## src/rtl/bus_master_if_pkg.sv

```systemverilog
// Shared encodings for the CPU bus master: FSM states, strobe polarities and slave indices.
// No logic and no latency; constants only.
package bus_master_if_pkg;

    typedef enum logic [1:0] {
        ST_IDLE   = 2'd0,
        ST_REQ    = 2'd1,
        ST_ACCESS = 2'd2,
        ST_STALL  = 2'd3
    } state_t;

    localparam logic ENABLE_  = 1'b0;
    localparam logic DISABLE_ = 1'b1;
    localparam logic READ     = 1'b1;
    localparam logic WRITE    = 1'b0;

    localparam int IDX_W_DEF = 3;
    localparam int IDX_SPM   = 1;

endpackage

```

## src/rtl/bus_timeout_cnt.sv

```systemverilog
// Access-wait counter: clr wins over inc; count updates one edge after the request.
// expired is combinational from count; the caller gates inc to saturate.
module bus_timeout_cnt #(
    parameter int TO_W    = 8,
    parameter int TIMEOUT = 255
) (
    input  logic            clk,
    input  logic            reset,
    input  logic            clr,
    input  logic            inc,
    output logic [TO_W-1:0] count,
    output logic            expired
);

    always_ff @(posedge clk) begin
        if (reset || clr) begin
            count <= '0;
        end else if (inc) begin
            count <= count + 1'b1;
        end
    end

    // A limit of zero means the wait never expires.
    assign expired = (TIMEOUT != 0) && (count == TO_W'(TIMEOUT - 1));

endmodule

```

## src/rtl/bus_master_if.sv

```systemverilog
// CPU bus master: zero-wait scratchpad path, request/grant/strobe/ready path to the shared bus.
// busy holds the CPU until the bus reports ready or the wait counter expires.
module bus_master_if
    import bus_master_if_pkg::*;
#(
    parameter int ADDR_W  = 30,
    parameter int DATA_W  = 32,
    parameter int BE_W    = DATA_W / 8,
    parameter int IDX_W   = IDX_W_DEF,
    parameter int SPM_IDX = IDX_SPM,
    parameter int TO_W    = 8,
    parameter int TIMEOUT = 255
) (
    input  logic              clk,
    input  logic              reset,
    input  logic              stall,
    input  logic              flush,
    input  logic [ADDR_W-1:0] addr,
    input  logic              as_,
    input  logic              rw,
    input  logic [BE_W-1:0]   be,
    input  logic [DATA_W-1:0] wr_data,
    output logic [DATA_W-1:0] rd_data,
    output logic              busy,
    output logic              err,
    output logic [ADDR_W-1:0] spm_addr,
    output logic              spm_as_,
    output logic              spm_rw,
    output logic [BE_W-1:0]   spm_be,
    output logic [DATA_W-1:0] spm_wr_data,
    input  logic [DATA_W-1:0] spm_rd_data,
    output logic              bus_req_,
    input  logic              bus_grnt_,
    output logic [ADDR_W-1:0] bus_addr,
    output logic              bus_as_,
    output logic              bus_rw,
    output logic [BE_W-1:0]   bus_be,
    output logic [DATA_W-1:0] bus_wr_data,
    input  logic [DATA_W-1:0] bus_rd_data,
    input  logic              bus_rdy_
);

    state_t            state;
    state_t            state_next;
    logic [DATA_W-1:0] rd_buf;
    logic              err_buf;
    logic [TO_W-1:0]   count;
    logic              expired;
    logic              cnt_clr;
    logic              cnt_inc;
    logic              start_bus;
    logic              granted;
    logic              done_ok;
    logic              done_to;
    logic              spm_hit;

    assign spm_hit     = (addr[ADDR_W-1 -: IDX_W] == IDX_W'(SPM_IDX));
    assign spm_addr    = addr;
    assign spm_rw      = rw;
    assign spm_be      = be;
    assign spm_wr_data = wr_data;

    bus_timeout_cnt #(
        .TO_W    (TO_W),
        .TIMEOUT (TIMEOUT)
    ) u_timeout (
        .clk     (clk),
        .reset   (reset),
        .clr     (cnt_clr),
        .inc     (cnt_inc),
        .count   (count),
        .expired (expired)
    );

    always_ff @(posedge clk) begin
        if (reset) begin
            state <= ST_IDLE;
        end else begin
            state <= state_next;
        end
    end

    always_comb begin
        state_next = state;
        rd_data    = '0;
        busy       = 1'b0;
        err        = 1'b0;
        spm_as_    = DISABLE_;
        start_bus  = 1'b0;
        granted    = 1'b0;
        done_ok    = 1'b0;
        done_to    = 1'b0;
        cnt_clr    = 1'b0;
        cnt_inc    = 1'b0;
        case (state)
            ST_IDLE: begin
                if (as_ == ENABLE_ && !flush) begin
                    if (spm_hit) begin
                        if (!stall) begin
                            spm_as_ = ENABLE_;
                            if (rw == READ) rd_data = spm_rd_data;
                        end
                    end else begin
                        busy       = 1'b1;
                        start_bus  = 1'b1;
                        cnt_clr    = 1'b1;
                        state_next = ST_REQ;
                    end
                end
            end
            ST_REQ: begin
                busy = 1'b1;
                if (bus_grnt_ == ENABLE_) begin
                    granted    = 1'b1;
                    state_next = ST_ACCESS;
                end
            end
            ST_ACCESS: begin
                // Ready takes priority over an expiry in the same cycle.
                if (bus_rdy_ == ENABLE_) begin
                    done_ok    = 1'b1;
                    if (bus_rw == READ) rd_data = bus_rd_data;
                    state_next = stall ? ST_STALL : ST_IDLE;
                end else if (expired) begin
                    done_to    = 1'b1;
                    err        = 1'b1;
                    rd_data    = '1;
                    state_next = stall ? ST_STALL : ST_IDLE;
                end else begin
                    busy    = 1'b1;
                    cnt_inc = (count != '1);
                end
            end
            ST_STALL: begin
                err = err_buf;
                if (rw == READ) rd_data = rd_buf;
                if (!stall) state_next = ST_IDLE;
            end
            default: state_next = ST_IDLE;
        endcase
    end

    always_ff @(posedge clk) begin
        if (reset) begin
            bus_req_    <= DISABLE_;
            bus_as_     <= DISABLE_;
            bus_rw      <= READ;
            bus_addr    <= '0;
            bus_be      <= '0;
            bus_wr_data <= '0;
            rd_buf      <= '0;
            err_buf     <= 1'b0;
        end else begin
            if (start_bus) begin
                bus_req_    <= ENABLE_;
                bus_addr    <= addr;
                bus_rw      <= rw;
                bus_be      <= be;
                bus_wr_data <= wr_data;
            end
            if (granted) bus_as_ <= ENABLE_;
            // The strobe is a single-cycle pulse at the start of the access.
            if (state == ST_ACCESS) bus_as_ <= DISABLE_;
            if (done_ok || done_to) begin
                bus_req_    <= DISABLE_;
                bus_addr    <= '0;
                bus_be      <= '0;
                bus_wr_data <= '0;
                bus_rw      <= READ;
                err_buf     <= done_to;
            end
            if (done_ok && bus_rw == READ) rd_buf <= bus_rd_data;
            if (done_to) rd_buf <= '1;
        end
    end

endmodule

```

## config.mk

```make
export PLATFORM = sky130hd
export DESIGN_NAME = bus_master_if
export DESIGN_NICKNAME = d
export VERILOG_FILES = /design/src/rtl/bus_master_if_pkg.sv /design/src/rtl/bus_timeout_cnt.sv /design/src/rtl/bus_master_if.sv
export SDC_FILE = /design/constraint.sdc
export NUM_CORES = 1
export LEC_CHECK = 0
export BUFFER_PORTS_ARGS = -buffer_cell sky130_fd_sc_hd__buf_2
export CAP_MARGIN = 20
export CORE_ASPECT_RATIO = 0.6
export CORE_MARGIN = 5
export CORE_UTILIZATION = 48
export CTS_BUF_LIST = sky130_fd_sc_hd__clkbuf_16
export CTS_CLUSTER_SIZE = 20
export DETAILED_ROUTE_END_ITERATION = 7
export PLACE_DENSITY = 0.94
export SETUP_SLACK_MARGIN = 0.3
export SYNTH_ARGS = -nofsm -noshare
export SYNTH_HDL_FRONTEND = slang
export SYNTH_HIERARCHICAL = 1
export SYNTH_SLANG_ARGS = --single-unit
```

## constraint.sdc

```tcl
create_clock -name clk -period 3.7 [get_ports clk]
set_clock_uncertainty 0.2 [all_clocks]
set_input_delay 0.37 -clock clk [delete_from_list [all_inputs] [get_ports clk]]
set_output_delay 0.37 -clock clk [all_outputs]
set_load 0.05 [all_outputs]
```

Word level (Yosys, flattened, before mapping):

Index checks and enable logic that the tools add are counted.

* eq/ne operators: 11
* bitwise gates (word level): 1
* add/sub/neg operators: 1
* muxes and demuxes: 40
* reductions and logical operators: 10

Operators with widths (number)
* $mux W32: 10
* $pmux W32 S3: 1
* $mux W1: 19
* $mux W2: 7
* $add A8 B1 Y8 const B: 1
* $eq A8 B8 Y1 const B: 1
* $ne A2 B2 Y1 const B: 4
* $ne A8 B8 Y1 const B: 1
* $pmux W2 S4: 1
* $reduce_and A5 Y1: 1
* $eq A2 B2 Y1 const B: 2
* $reduce_or A2 Y1: 2
* $eq A3 B1 Y1 const B: 1
* $ne A3 B3 Y1 const B: 1
* $pmux W1 S3: 1
* $eq A2 B1 Y1 const B: 1
* $logic_and A1 B1 Y1: 2
* $logic_not A2 Y1: 1
* $logic_or A1 B1 Y1: 2
* $pmux W1 S2: 1
* $reduce_bool A2 Y1: 1
* $logic_not A1 Y1: 1
* $not A1 Y1: 1

* logic and storage cells: 73
* output and inout port bits: 171
* flip-flop bits (word level): 112

Depth between registers and ports, before layout:

* depth in word-level cells: 6
* gate-level depth with buffers: 10

Modules after synthesis:

The synthesis kept the hierarchy.

By module, submodules not included
* bus_master_if: cells each 612, area an instance 5087.4 um^2, times used 1, sequential area each 2082.0 um^2
* bus_timeout_cnt: cells each 42, area an instance 369.1 um^2, times used 1, sequential area each 160.2 um^2

Worst setup path before layout:

Ideal clock, no wire load.

* kind: input -> output
* from: input port addr[29]
* to: output port rd_data[9]
* setup slack: 0.658 ns
* cell stages on the path: 4
* data required time: 3.130 ns
* arrival time: 2.472 ns
* path buffers: 1
* cell sequence: or3b_2 clkbuf_1 or3_4 o21ai_0

* cells in the longest elaborated chain, start to end: 4

RTL lines
* start: declaration: line bus_master_if.sv:18 `input logic [ADDR_W-1:0] addr,`
* $eq A3 B1 Y1: line bus_master_if.sv:57 `assign spm_hit = (addr[ADDR_W-1 -: IDX_W] == IDX_W'(SPM_IDX));`
* $mux W32: line bus_master_if.sv:98 `if (spm_hit) begin`
* $mux W32: line bus_master_if.sv:97 `if (as_ == ENABLE_ && !flush) begin`
* $pmux W32 S3: line bus_master_if.sv:95 `case (state)`
* end: declaration: line bus_master_if.sv:23 `output logic [DATA_W-1:0] rd_data,`

Every way passes these cells.

Worst setup path after layout:

* from: register state[1]
* to: output port rd_data[6]

* cells in the longest elaborated chain, start to end: 2
* elaborated cells between the ends (all ways): 4
* classes of those cells: eq/ne (2); mux (1); reduce/logical (1)

RTL lines
* start: declaration: line bus_master_if.sv:43 `state_t state;`
* start signal: assignment: line bus_master_if.sv:79 `state <= state_next;`
* $eq A2 B2 Y1 / $logic_not A2 Y1 (equally long branches): line bus_master_if.sv:95
* $pmux W32 S3 *: line bus_master_if.sv:95

Mark *: on every way between the ends. The rest lies on a longest branch, timed or not.

==> summary.md <==
Outcome
* **run status** finished, final reports clean

Critical path
* **endpoint class of the critical path** output port
* **Arr. time, crit path** 2.54 ns
* **most common cell type on the critical path** sky130_fd_sc_hd__buf_4
* **dominant delay contributor by cell family on the critical path** simple AND/OR/NAND/NOR gates
* **path type of the worst setup path** reg -> out
* **cells along the critical path** buf_4, or4_4, buf_4, nor4_1, a221o_1, buf_2
* **startpoint kind of the worst setup timing path** flip-flop
* **Critical path buffers and inverters** 3
* **Largest stage delay, worst path** 0.54 ns
* **CP max FO** 68
* **launching instance or port of the critical path** state[1]
* **Worst path slowest cell** sky130_fd_sc_hd__or4_4
* **startpoint of the lowest-slack register-to-register path** u_timeout/count[2]
* **data required time at the worst endpoint** 3.13 ns

Routing
* **total vias in the final route** 5888
* **number of routed nets with antenna violations** 0
* **Final Routed Wirelength** 17900 um
* **Via-to-Cell Ratio** 5.86
* **Starting DRT DRC Count** 494
* **detailed-route wire length per cell** 17.8 um
* **DRC violations left** 0
* **drt first pass iters** 4

Power and ir drop
* **total power divided by cell area** 440 nW/um^2
* **highest ir drop seen on vdd** 0.260 mV
* **P_leak** 3.09 nW

Yosys
* **Synthesized Nets** 794
* **flip-flop and latch count after synthesis** 112
* **share of flip-flops with an asynchronous set or reset** 0
* **number of instances in the synthesized netlist** 654
* **share of the synthesized area in the top cell type** 0.411
* **number of warning messages in the yosys log** 6
* **main flop type after synthesis** sky130_fd_sc_hd__dfxtp_1
* **Unique masters post-synth** 44
* **synthesized cell area** 5460 um^2
* **synthesized area divided by synthesized cell count** 8.34 um^2
* **sequential element share of the synthesized area** 0.411
* **number of synthesized flops with an enable pin** 0
* **cell type with the largest total area after synthesis** sky130_fd_sc_hd__dfxtp_1
* **leading cell types by total area after synthesis** sky130_fd_sc_hd__dfxtp_1 41%, sky130_fd_sc_hd__buf_4 9.2%, sky130_fd_sc_hd__a21oi_1 6.7%, sky130_fd_sc_hd__o221a_2 6.6%, sky130_fd_sc_hd__o21ai_0 6.3%

Die
* **Floorplan Core Area** 11200 um^2
* **area of the die** 13700 um^2
* **height of the chip** 92.6 um
* **initial core utilization** 0.486
* **Placement Rows** 30
* **num ports** 309
* **width of the chip** 148 um

Timing
* **Slew HR** 0.382
* **portion of the clock cycle consumed by the worst path in the final layout** 0.841
* **Worst Setup Slack, final** 0.587 ns
* **setup-violating endpoint count in the final report** 0
* **minimum clock period** 3.11 ns
* **Max Clk Rate** 0.321 GHz
* **Worst Hold Slack** 0.0725 ns
* **RSZ-0062 raised after global routing** false
* **Final Hold Violating Endpoints** 0
* **slew of the pin with the lowest slew margin** 0.926 ns
* **Slew Viols, Final** 0
* **Setup TNS** 0 ns

GRT
* **number of global-route vias before repair** 5432
* **global-route usage over all layers** 0.246
* **largest net degree at the start of global routing** 69
* **GR Overflow Total** 0
* **wire length of the first global-routing pass** 27800 um
* **number of antenna violations at the first check in global routing** 1

CTS
* **CTS hold repair buffers** 0
* **clock tree root buffer cell** sky130_fd_sc_hd__clkbuf_16
* **CTS clock-pin slew for the worst setup and hold paths** 0.08 ns
* **TritonCTS Sinks** 112
* **insertion delay to the later sink of the worst-skew pair** 0.34 ns
* **Max Root-Sink Buffers** 2
* **level count of the clock H-tree** 3
* **clock tree from TritonCTS** built
* **TritonCTS Buffers** 9

Finish
* **share of final-layout standard cells stronger than drive strength 1** 0.447
* **non-filler cells in the finished layout** 1005
* **NumNets Final** 995
* **P&R area growth vs syn** 26.0%
* **summed area of non-filler cells in the final layout** 6870 um^2

Place
* **Post-Place Cell Area** 6540 um^2
* **setup slack at placement** 0.894 ns
* **placer congestion estimate** 0.891
* **port buffer count** 308
* **placed instance count** 987
* **HPWL after detailed placement** 13000 um

Min path
* **min-delay worst type** in -> reg
* **Worst Min Path Start** addr[24]

Job
* **Max-Cap Viols** 0

[placed cells by master, fill, tap and decap left out, drive strengths merged]
| cell | netlist | final |
|---|---|---|
| a211o | 1 | 1 |
| a211oi | 1 | 1 |
| a21o | 1 | 1 |
| a21oi | 73 | 73 |
| a221o | 2 | 2 |
| a221oi | 32 | 32 |
| a22oi | 1 | 1 |
| a32o | 1 | 1 |
| a41o | 1 | 1 |
| and3 | 1 | 1 |
| and4b | 1 | 1 |
| buf | 80 | 324 |
| bufinv | 0 | 1 |
| clkbuf | 54 | 9 |
| clkinv | 1 | 3 |
| dfxtp | 112 | 112 |
| diode | 0 | 1 |
| ha | 2 | 2 |
| inv | 4 | 8 |
| nand2 | 41 | 41 |
| nand2b | 5 | 5 |
| nand3 | 66 | 66 |
| nand4 | 4 | 4 |
| nor2 | 11 | 11 |
| nor2b | 4 | 4 |
| nor3 | 6 | 6 |
| nor3b | 1 | 1 |
| nor4 | 3 | 3 |
| nor4bb | 1 | 1 |
| o21a | 1 | 1 |
| o21ai | 99 | 99 |
| o221a | 32 | 32 |
| o31ai | 1 | 1 |
| or2 | 1 | 1 |
| or3 | 3 | 3 |
| or3b | 1 | 1 |
| or4 | 2 | 2 |
| xnor2 | 1 | 1 |
| xor2 | 3 | 3 |
[kinds of logic after synthesis]
family | Yosys count | share of synthesized area
and+or+nand+nor | 151 | 0.138
xor gates and xnor gates | 4 | 0.00642
AOI/OAI and AO/OA | 246 | 0.291
buffers and inverters | 139 | 0.149
DFF | 112 | 0.411
adders and majority gates | 2 | 0.00459
[what timing repair did]
item | 4_1_cts | 5_1_grt
gates resized for setup | 0 | 1
setup endpoints to repair | 0 | 6
setup buffers | 0 | 0
[metal layers]
layer  track usage  part of all wire
met4        0.0822             0.021
met3        0.0758             0.091
met1         0.321              0.41
met5             0                 0
met2         0.389              0.47
[state kept, by name, summed over array words and instances, names as in the netlist]
name / flops
bus_addr: 30
bus_as_: 1
bus_be: 4
bus_req_: 1
bus_rw: 1
bus_wr_data: 32
err_buf: 1
rd_buf: 32
state: 2
u_timeout/count: 8
[where the power goes]
part	leakage, nW	switching, W	total, W	internal, W
registers	0.910	0.0000294	0.00129	0.00126
clock network	0.153	0.000473	0.00102	0.000542
logic	2.03	0.000533	0.000720	0.000187
[cells in the mapped netlist, drive strengths merged (2+ instances only)]
master	n
nor4	3
or3	3
inv	4
o21ai	99
nand4	4
buf	80
nand2	41
nand2b	5
a21oi	73
or4	2
a221oi	32
nor3	6
nand3	66
nor2b	4
clkbuf	54
dfxtp	112
xor2	3
ha	2
nor2	11
a221o	2
o221a	32
[per-stage QoR]
step	total power, W	util
6_report	0.00302	0.612
5_1_grt	0.00315	0.612
4_1_cts	0.00305	0.610
3_5_place_dp	0.00203	0.583
3_3_place_gp	0.00202	0.583
2_1_floorplan	0.00186	-
[path summary, 6_finish.rpt]
path,to,slack (ns),cells after the start
worst min register to register,bus_req_,0.26,1
worst min-delay path,bus_addr[24],0.07,3
worst max register to register,bus_addr[27],1.22,6
worst max-delay path,rd_data[6],0.59,6
[worst min-delay path, delay by kind of cell]
| kind | cells | cell delay (ns) |
|---|---|---|
| simple gates | 1 | 0.05 |
| compound gates | 1 | 0.05 |
| buf+inv | 1 | 0.10 |
[cell type report]
type | count | area (um^2)
well taps | 144 | 180
diodes | 1 | 2.50
inverters | 5 | 18.8
repair buffers | 324 | 1670
multi-input cells | 403 | 2450
fillers | 1026 | 4350
clock inverters | 7 | 87.6
flip-flops and latches | 112 | 2240
clock buffers | 9 | 225
Power figures use the tool's default switching activity.
